--- config.mk ---
export PLATFORM = sky130hd
export DESIGN_NAME = bg_ref_sequencer
export DESIGN_NICKNAME = d
export VERILOG_FILES = /design/src/rtl/bg_seq_pkg.sv /design/src/rtl/bg_cmd_sync.sv /design/src/rtl/bg_ref_sequencer.sv
export SDC_FILE = /design/constraint.sdc
export NUM_CORES = 1
export LEC_CHECK = 0
export CAP_MARGIN = 20
export CORE_ASPECT_RATIO = 1.25
export CORE_MARGIN = 1
export CORE_UTILIZATION = 57
export DETAILED_ROUTE_END_ITERATION = 10
export PLACE_DENSITY_LB_ADDON = 0.05
export SETUP_SLACK_MARGIN = 0.15
export SYNTH_ARGS = -nofsm -noshare
export SYNTH_HDL_FRONTEND = slang
export SYNTH_SLANG_ARGS = --single-unit
--- constraint.sdc ---
create_clock -name clk -period 7.15 [get_ports clk]
set_clock_uncertainty 0.2 [all_clocks]
set_input_delay 0.715 -clock clk [delete_from_list [all_inputs] [get_ports clk]]
set_output_delay 0.715 -clock clk [all_outputs]
set_load 0.005 [all_outputs]
--- src/rtl/bg_seq_pkg.sv ---
// Shared types and constants for the reference-macro sequencer.
// Holds the FSM state enum, command opcodes, status bit positions and dwell constants.
package bg_seq_pkg;

  typedef enum logic [1:0] {
    ST_IDLE   = 2'd0,
    ST_GAP    = 2'd1,
    ST_SETTLE = 2'd2,
    ST_READY  = 2'd3
  } state_e;

  localparam logic [1:0] OP_SELECT = 2'b00;
  localparam logic [1:0] OP_TRIM   = 2'b01;
  localparam logic [1:0] OP_SCAN   = 2'b10;
  localparam logic [1:0] OP_STOP   = 2'b11;

  localparam int CMD_STROBE_BIT = 7;

  localparam int ST_BIT_READY = 4;
  localparam int ST_BIT_SCAN  = 5;
  localparam int ST_BIT_ERR   = 6;
  localparam int ST_BIT_BUSY  = 7;

  localparam int         DWELL_BASE    = 8;
  localparam logic [2:0] DWELL_EXP_MAX = 3'd7;

endpackage

--- src/rtl/bg_cmd_sync.sv ---
// Two-flop synchroniser for the command byte plus rising-edge detect on the strobe.
// Opcode and argument are taken from the same synchronised word as the strobe.
module bg_cmd_sync
  import bg_seq_pkg::*;
(
  input  logic       clk,
  input  logic       rst_n,
  input  logic [7:0] ui_in,
  output logic       cmd_vld,
  output logic [1:0] op,
  output logic [3:0] arg
);

  logic [7:0] sync1_q;
  logic [7:0] sync2_q;
  logic       strobePrev_q;
  logic       unusedBit;

  always_ff @(posedge clk) begin
    if (!rst_n) begin
      sync1_q      <= '0;
      sync2_q      <= '0;
      strobePrev_q <= 1'b0;
    end else begin
      sync1_q      <= ui_in;
      sync2_q      <= sync1_q;
      strobePrev_q <= sync2_q[CMD_STROBE_BIT];
    end
  end

  // A held strobe yields a single pulse; it must fall before the next command.
  assign cmd_vld   = sync2_q[CMD_STROBE_BIT] & ~strobePrev_q;
  assign op        = sync2_q[6:5];
  assign arg       = sync2_q[3:0];
  assign unusedBit = sync2_q[4];

endmodule

--- src/rtl/bg_ref_sequencer.sv ---
// Channel sequencer for a bank of reference macros: break-before-make selection,
// per-channel trim, settle timing and optional round-robin scan with a programmable dwell.
module bg_ref_sequencer
  import bg_seq_pkg::*;
#(
  parameter int NCH    = 2,
  parameter int TRIM_W = 4,
  parameter int SETTLE = 64
) (
  input  logic                    clk,
  input  logic                    rst_n,
  input  logic                    ena,
  input  logic [7:0]              ui_in,
  input  logic [7:0]              uio_in,
  output logic [7:0]              uo_out,
  output logic [7:0]              uio_out,
  output logic [7:0]              uio_oe,
  output logic [NCH-1:0]          ch_en,
  output logic [NCH*TRIM_W-1:0]   trim
);

  localparam int                CNT_MAX     = (SETTLE > 32768) ? SETTLE : 32768;
  localparam int                CNT_W       = $clog2(CNT_MAX + 1);
  localparam logic [CNT_W-1:0]  SETTLE_LOAD = CNT_W'(SETTLE - 1);
  localparam logic [TRIM_W-1:0] TRIM_RESET  = TRIM_W'(1 << (TRIM_W - 1));
  localparam logic [3:0]        CH_LAST     = 4'(NCH - 1);

  function automatic logic [CNT_W-1:0] dwellLoad(input logic [2:0] e);
    logic [31:0] span;
    span = 32'd1 << (32'(e) + 32'(DWELL_BASE));
    return CNT_W'(span - 32'd1);
  endfunction

  logic       cmdVld;
  logic [1:0] cmdOp;
  logic [3:0] cmdArg;
  logic       cmdFire;
  logic       unusedIn;

  state_e            state_q, state_d;
  logic [3:0]        chSel_q, chSel_d;
  logic              scan_q, scan_d;
  logic              err_q, err_d;
  logic [2:0]        scanExp_q, scanExp_d;
  logic [CNT_W-1:0]  cnt_q, cnt_d;
  logic [TRIM_W-1:0] trimFile_q [NCH];
  logic [TRIM_W-1:0] trimFile_d [NCH];
  logic [NCH-1:0]    chEn_q, chEn_d;
  logic [7:0]        status_q, status_d;

  bg_cmd_sync uSync (
    .clk     (clk),
    .rst_n   (rst_n),
    .ui_in   (ui_in),
    .cmd_vld (cmdVld),
    .op      (cmdOp),
    .arg     (cmdArg)
  );

  assign unusedIn = ^uio_in;

  always_comb begin
    state_d   = state_q;
    chSel_d   = chSel_q;
    scan_d    = scan_q;
    err_d     = err_q;
    scanExp_d = scanExp_q;
    cnt_d     = cnt_q;
    trimFile_d = trimFile_q;
    cmdFire   = cmdVld & ena;

    // One shared down-counter times both the settle interval and the scan dwell.
    case (state_q)
      ST_GAP: begin
        state_d = ST_SETTLE;
        cnt_d   = SETTLE_LOAD;
      end
      ST_SETTLE: begin
        if (cnt_q == '0) begin
          state_d = ST_READY;
          cnt_d   = dwellLoad(scanExp_q);
        end else begin
          cnt_d = cnt_q - CNT_W'(1);
        end
      end
      ST_READY: begin
        if (scan_q) begin
          if (cnt_q == '0) begin
            chSel_d = (chSel_q == CH_LAST) ? 4'd0 : chSel_q + 4'd1;
            state_d = ST_GAP;
          end else begin
            cnt_d = cnt_q - CNT_W'(1);
          end
        end
      end
      default: begin
      end
    endcase

    // Commands override any counter expiry in the same cycle.
    if (cmdFire) begin
      case (cmdOp)
        OP_SELECT: begin
          if (int'(cmdArg) < NCH) begin
            chSel_d = cmdArg;
            scan_d  = 1'b0;
            state_d = ST_GAP;
          end else begin
            err_d = 1'b1;
          end
        end
        OP_TRIM: begin
          for (int c = 0; c < NCH; c++) begin
            if (chSel_q == 4'(c)) trimFile_d[c] = cmdArg[TRIM_W-1:0];
          end
          chSel_d = chSel_q;
          if (state_q == ST_SETTLE || state_q == ST_READY) begin
            state_d = ST_SETTLE;
            cnt_d   = SETTLE_LOAD;
          end
        end
        OP_SCAN: begin
          scan_d    = 1'b1;
          scanExp_d = (cmdArg > {1'b0, DWELL_EXP_MAX}) ? DWELL_EXP_MAX : cmdArg[2:0];
          chSel_d   = chSel_q;
          state_d   = ST_GAP;
        end
        OP_STOP: begin
          scan_d  = 1'b0;
          err_d   = 1'b0;
          chSel_d = chSel_q;
          state_d = ST_IDLE;
        end
        default: begin
        end
      endcase
    end

    if (!ena) begin
      state_d = ST_IDLE;
      scan_d  = 1'b0;
      chSel_d = chSel_q;
    end

    chEn_d = '0;
    if (state_d == ST_SETTLE || state_d == ST_READY) begin
      for (int c = 0; c < NCH; c++) chEn_d[c] = (chSel_d == 4'(c));
    end

    status_d               = '0;
    status_d[3:0]          = chSel_d;
    status_d[ST_BIT_READY] = (state_d == ST_READY);
    status_d[ST_BIT_SCAN]  = scan_d;
    status_d[ST_BIT_ERR]   = err_d;
    status_d[ST_BIT_BUSY]  = (state_d == ST_GAP) || (state_d == ST_SETTLE);
  end

  always_ff @(posedge clk) begin
    if (!rst_n) begin
      state_q   <= ST_IDLE;
      chSel_q   <= '0;
      scan_q    <= 1'b0;
      err_q     <= 1'b0;
      scanExp_q <= '0;
      cnt_q     <= '0;
      chEn_q    <= '0;
      status_q  <= '0;
      for (int c = 0; c < NCH; c++) trimFile_q[c] <= TRIM_RESET;
    end else begin
      state_q    <= state_d;
      chSel_q    <= chSel_d;
      scan_q     <= scan_d;
      err_q      <= err_d;
      scanExp_q  <= scanExp_d;
      cnt_q      <= cnt_d;
      chEn_q     <= chEn_d;
      status_q   <= status_d;
      trimFile_q <= trimFile_d;
    end
  end

  for (genvar c = 0; c < NCH; c++) begin : gTrim
    assign trim[c*TRIM_W +: TRIM_W] = trimFile_q[c];
  end

  assign ch_en   = chEn_q;
  assign uo_out  = status_q;
  assign uio_out = '0;
  assign uio_oe  = '0;

endmodule
==> metrics.txt <==
Max clock buf depth=2; crit path time final=3.14 ns; CP Cell Sequence=inv_1, ha_1, nor4b_4, and4_1, o21ai_0, a21oi_1, ha_1, nor2_1, nor2_1, o211ai_2, nor4bb_2; drt pass-1 iters=4; Worst Setup Start Kind=flip-flop; status=completed; Total Routed Length=roughly 6800 um; Yosys reg bits=54; setup TNS=0 ns; crit path buf inv count=1; core footprint=0.00512 sq mm; share of cells above drive strength 1=0.0628; # rows=29; WL per Instance=15.3 um; GRT Overall Usage=0.261; Yosys cell types=60; Fin. Hold Viols=0; ys flop type=dfxtp_1; CP arrival=between 3 and 4 ns; Seq/Total Area, Yosys=0.352; P_int=approximately 400 uW; Max Freq=between 300 and 400 MHz; routed vias/inst=between 5 and 6; leading area contributor after synthesis=dfxtp_1; final setup fails=0; first-pass GRT wire length=roughly 11000 um; Setup CP Type=flip-flop to flip-flop; fin crit share=0.439; final RePlAce weighted congestion=between 0.8 and 0.9; Avg Inst Size Synth=just over 8 sq um; # resized after CTS=0; Crit path max-delay family=simple AND/OR/NAND/NOR gates; Worst Path Required=7.17 ns; Hold Path Origin=uSync.sync1_q[5]; crit path launch=cnt_q[0]; Sw Ratio=0.264; ys async rst share=0; max incr delay on CP=roughly 0.66 ns; Crit. End Element=flip-flop; launch point of the worst reg-to-reg path=cnt_q[0]; post-detailed-route DRC marker count=0; Initial Utilization=0.600; fin. max-slew vios=0; top post-synthesis cells by area=dfxtp_1 35%, buf_4 4.9%, and2_1 4.7%; Mapped Cells=around 370; worst-margin pin slew=~0.84 ns; Die X=~68 um; global route overflow=0; Post-CTS Setup Bufs=0; clock-pin slew on the worst setup and hold paths=around 0.10 ns; slowest CP cell=and4_1; number of port buffers=27; post-route ant nets=0; leakage=around 0.0013 uW; antenna cell count=0; CTS tree=yes; worst hold slack=roughly 0.24 ns; vias in the first global route=2521; DP Wirelength=between 4000 and 5000 um; Reg power frac=0.576; cts hold-fix bufs=0; net switching power=142 uW; initial antenna violation count=0; multi-input logic area=roughly 0.0017 sq mm; CTS Root Cell=clkbuf_8; H-tree levels=2; Area growth, synth to finish=8.64%; clock network fraction of total power=0.329; Mapped Area=between 0.003 and 0.004 sq mm; Layout Nets=slightly above 400; fill count=between 400 and 500; die height=approximately 84 um; io pins=53; EDFF count, synth=0; Max Cap Violations=0; clk sinks=between 50 and 60; largest net degree at the start of global routing=31; Yosys Warn Count=0; Worst-Skew Late Latency=around 0.31 ns; maximum vdd drop=about 120 uV; routed via count=approximately 2700; total CTS buffers=5; violation count after the first detailed-route iteration=approximately 260; RSZ-0062 raised after global routing=false; hold crit path type=flip-flop to flip-flop; Slew headroom=0.437; register area=roughly 0.0011 sq mm; top cell type's share of synthesized area=0.352; Cell Pwr Density=161 mW/mm^2; die area=around 0.0057 sq mm; Comb pwr share=0.096; crit path max fanout=16
-- cell usage after synthesis, drive strengths merged, types with 2 or more instances --
master / instances
a211oi: 5
o31a: 4
dfxtp: 54
a2111oi: 2
o211ai: 4
nand3: 12
a31oi: 3
and2: 23
nand2b: 4
and3: 4
a21oi: 27
o221a: 2
clkbuf: 15
o211a: 3
o22ai: 4
o311a: 3
or3: 4
nor3: 14
nand2: 31
a31o: 2
nor4: 8
nand4: 4
a22oi: 2
nor2: 25
or2: 2
o31ai: 6
xor2: 3
nor3b: 3
inv: 15
o21ai: 20
or4: 2
a311o: 2
xnor2: 2
mux2i: 5
and4: 2
buf: 26
ha: 10
-- per-stage QoR --
step                      cells  power [uW]  utilization  setup WS, ns  cell area, sq um
after global routing        444         562        0.652          3.68              3330
after floorplan             387         361            -          4.63              3130
after global placement      436         367        0.633          3.92              3240
final                       444         538        0.652          4.01              3330
after detailed placement    436         367        0.633          3.90              3240
after CTS                   444         544        0.652          4.06              3330
-- path summary, 6_finish.rpt --
check | end | slack (ns) | cells after the start
setup / recovery | ch_en[0] | 4.01 | 11
hold / removal | uSync.sync2_q[5] | 0.24 | 1
setup reg to reg | ch_en[0] | 4.01 | 11
hold reg to reg | uSync.sync2_q[5] | 0.24 | 1
-- registers in the layout (all words and copies together) (netlist names) --
| name | cells |
|---|---|
| scanExp_q | 3 |
| chSel_q | 3 |
| cnt_q | 16 |
| trim | 8 |
| ch_en | 2 |
| uSync.sync2_q | 7 |
| uo_out | 5 |
| state_q | 2 |
| uSync.sync1_q | 7 |
| uSync.strobePrev_q | 1 |
-- logic make-up (layout without fill, tap and decap cells) --
kind of cell	Yosys count	in the layout	share of synthesized area
AND/OR/NAND/NOR	145	145	0.262
adder cells (fa/ha/maj)	10	10	0.0408
XOR/XNOR	5	5	0.0143
AO/OA/AOI/OAI	95	95	0.215
flip-flops	54	54	0.352
buffers and inverters	57	52	0.0987
other	1	16	0.00122
multiplexers	5	5	0.0163
-- power groups by stage --
stage | clock (uW) | combinational, uW | sequential (uW)
after floorplan | 0 | 45.6 | 315
after global placement | 0 | 50.4 | 317
after detailed placement | 0 | 50.5 | 317
after CTS | 183 | 50.9 | 310
after global routing | 195 | 56.9 | 311
final | 177 | 51.4 | 310
-- layer usage --
| layer | wire length, um | global-route usage | vias to the layer above |
|---|---|---|---|
| met5 | 0 | 0 | - |
| met1 | 2820 | 0.302 | 1211 |
| li1 | - | - | 1316 |
| met3 | 315 | 0.0423 | 24 |
| met2 | 3450 | 0.444 | 102 |
| met4 | 206 | 0.133 | 0 |
-- cells in the final DEF (no fill, tap or decap), types with 5 or more instances in the layout --
cell type / count
o21ai_0: 20
conb_1: 16
nor4_1: 6
mux2i_1: 5
clkdlybuf4s50_1: 27
ha_1: 10
nor2_1: 25
nand2_1: 31
and2_1: 23
nor3_1: 14
o31ai_1: 6
a211oi_1: 5
clkbuf_8: 5
a21oi_1: 27
nand3_1: 12
inv_1: 14
dfxtp_1: 54
-- area by class of cell --
class | count | area share
clock buffer | 5 | 0.0206
multi-input combinational | 276 | 0.522
timing repair buffer | 28 | 0.0833
sequential | 54 | 0.324
tap | 62 | 0.0233
clock inverter | 3 | 0.00750
inverter | 16 | 0.0188
No activity file was read; power rests on OpenSTA's default activity.
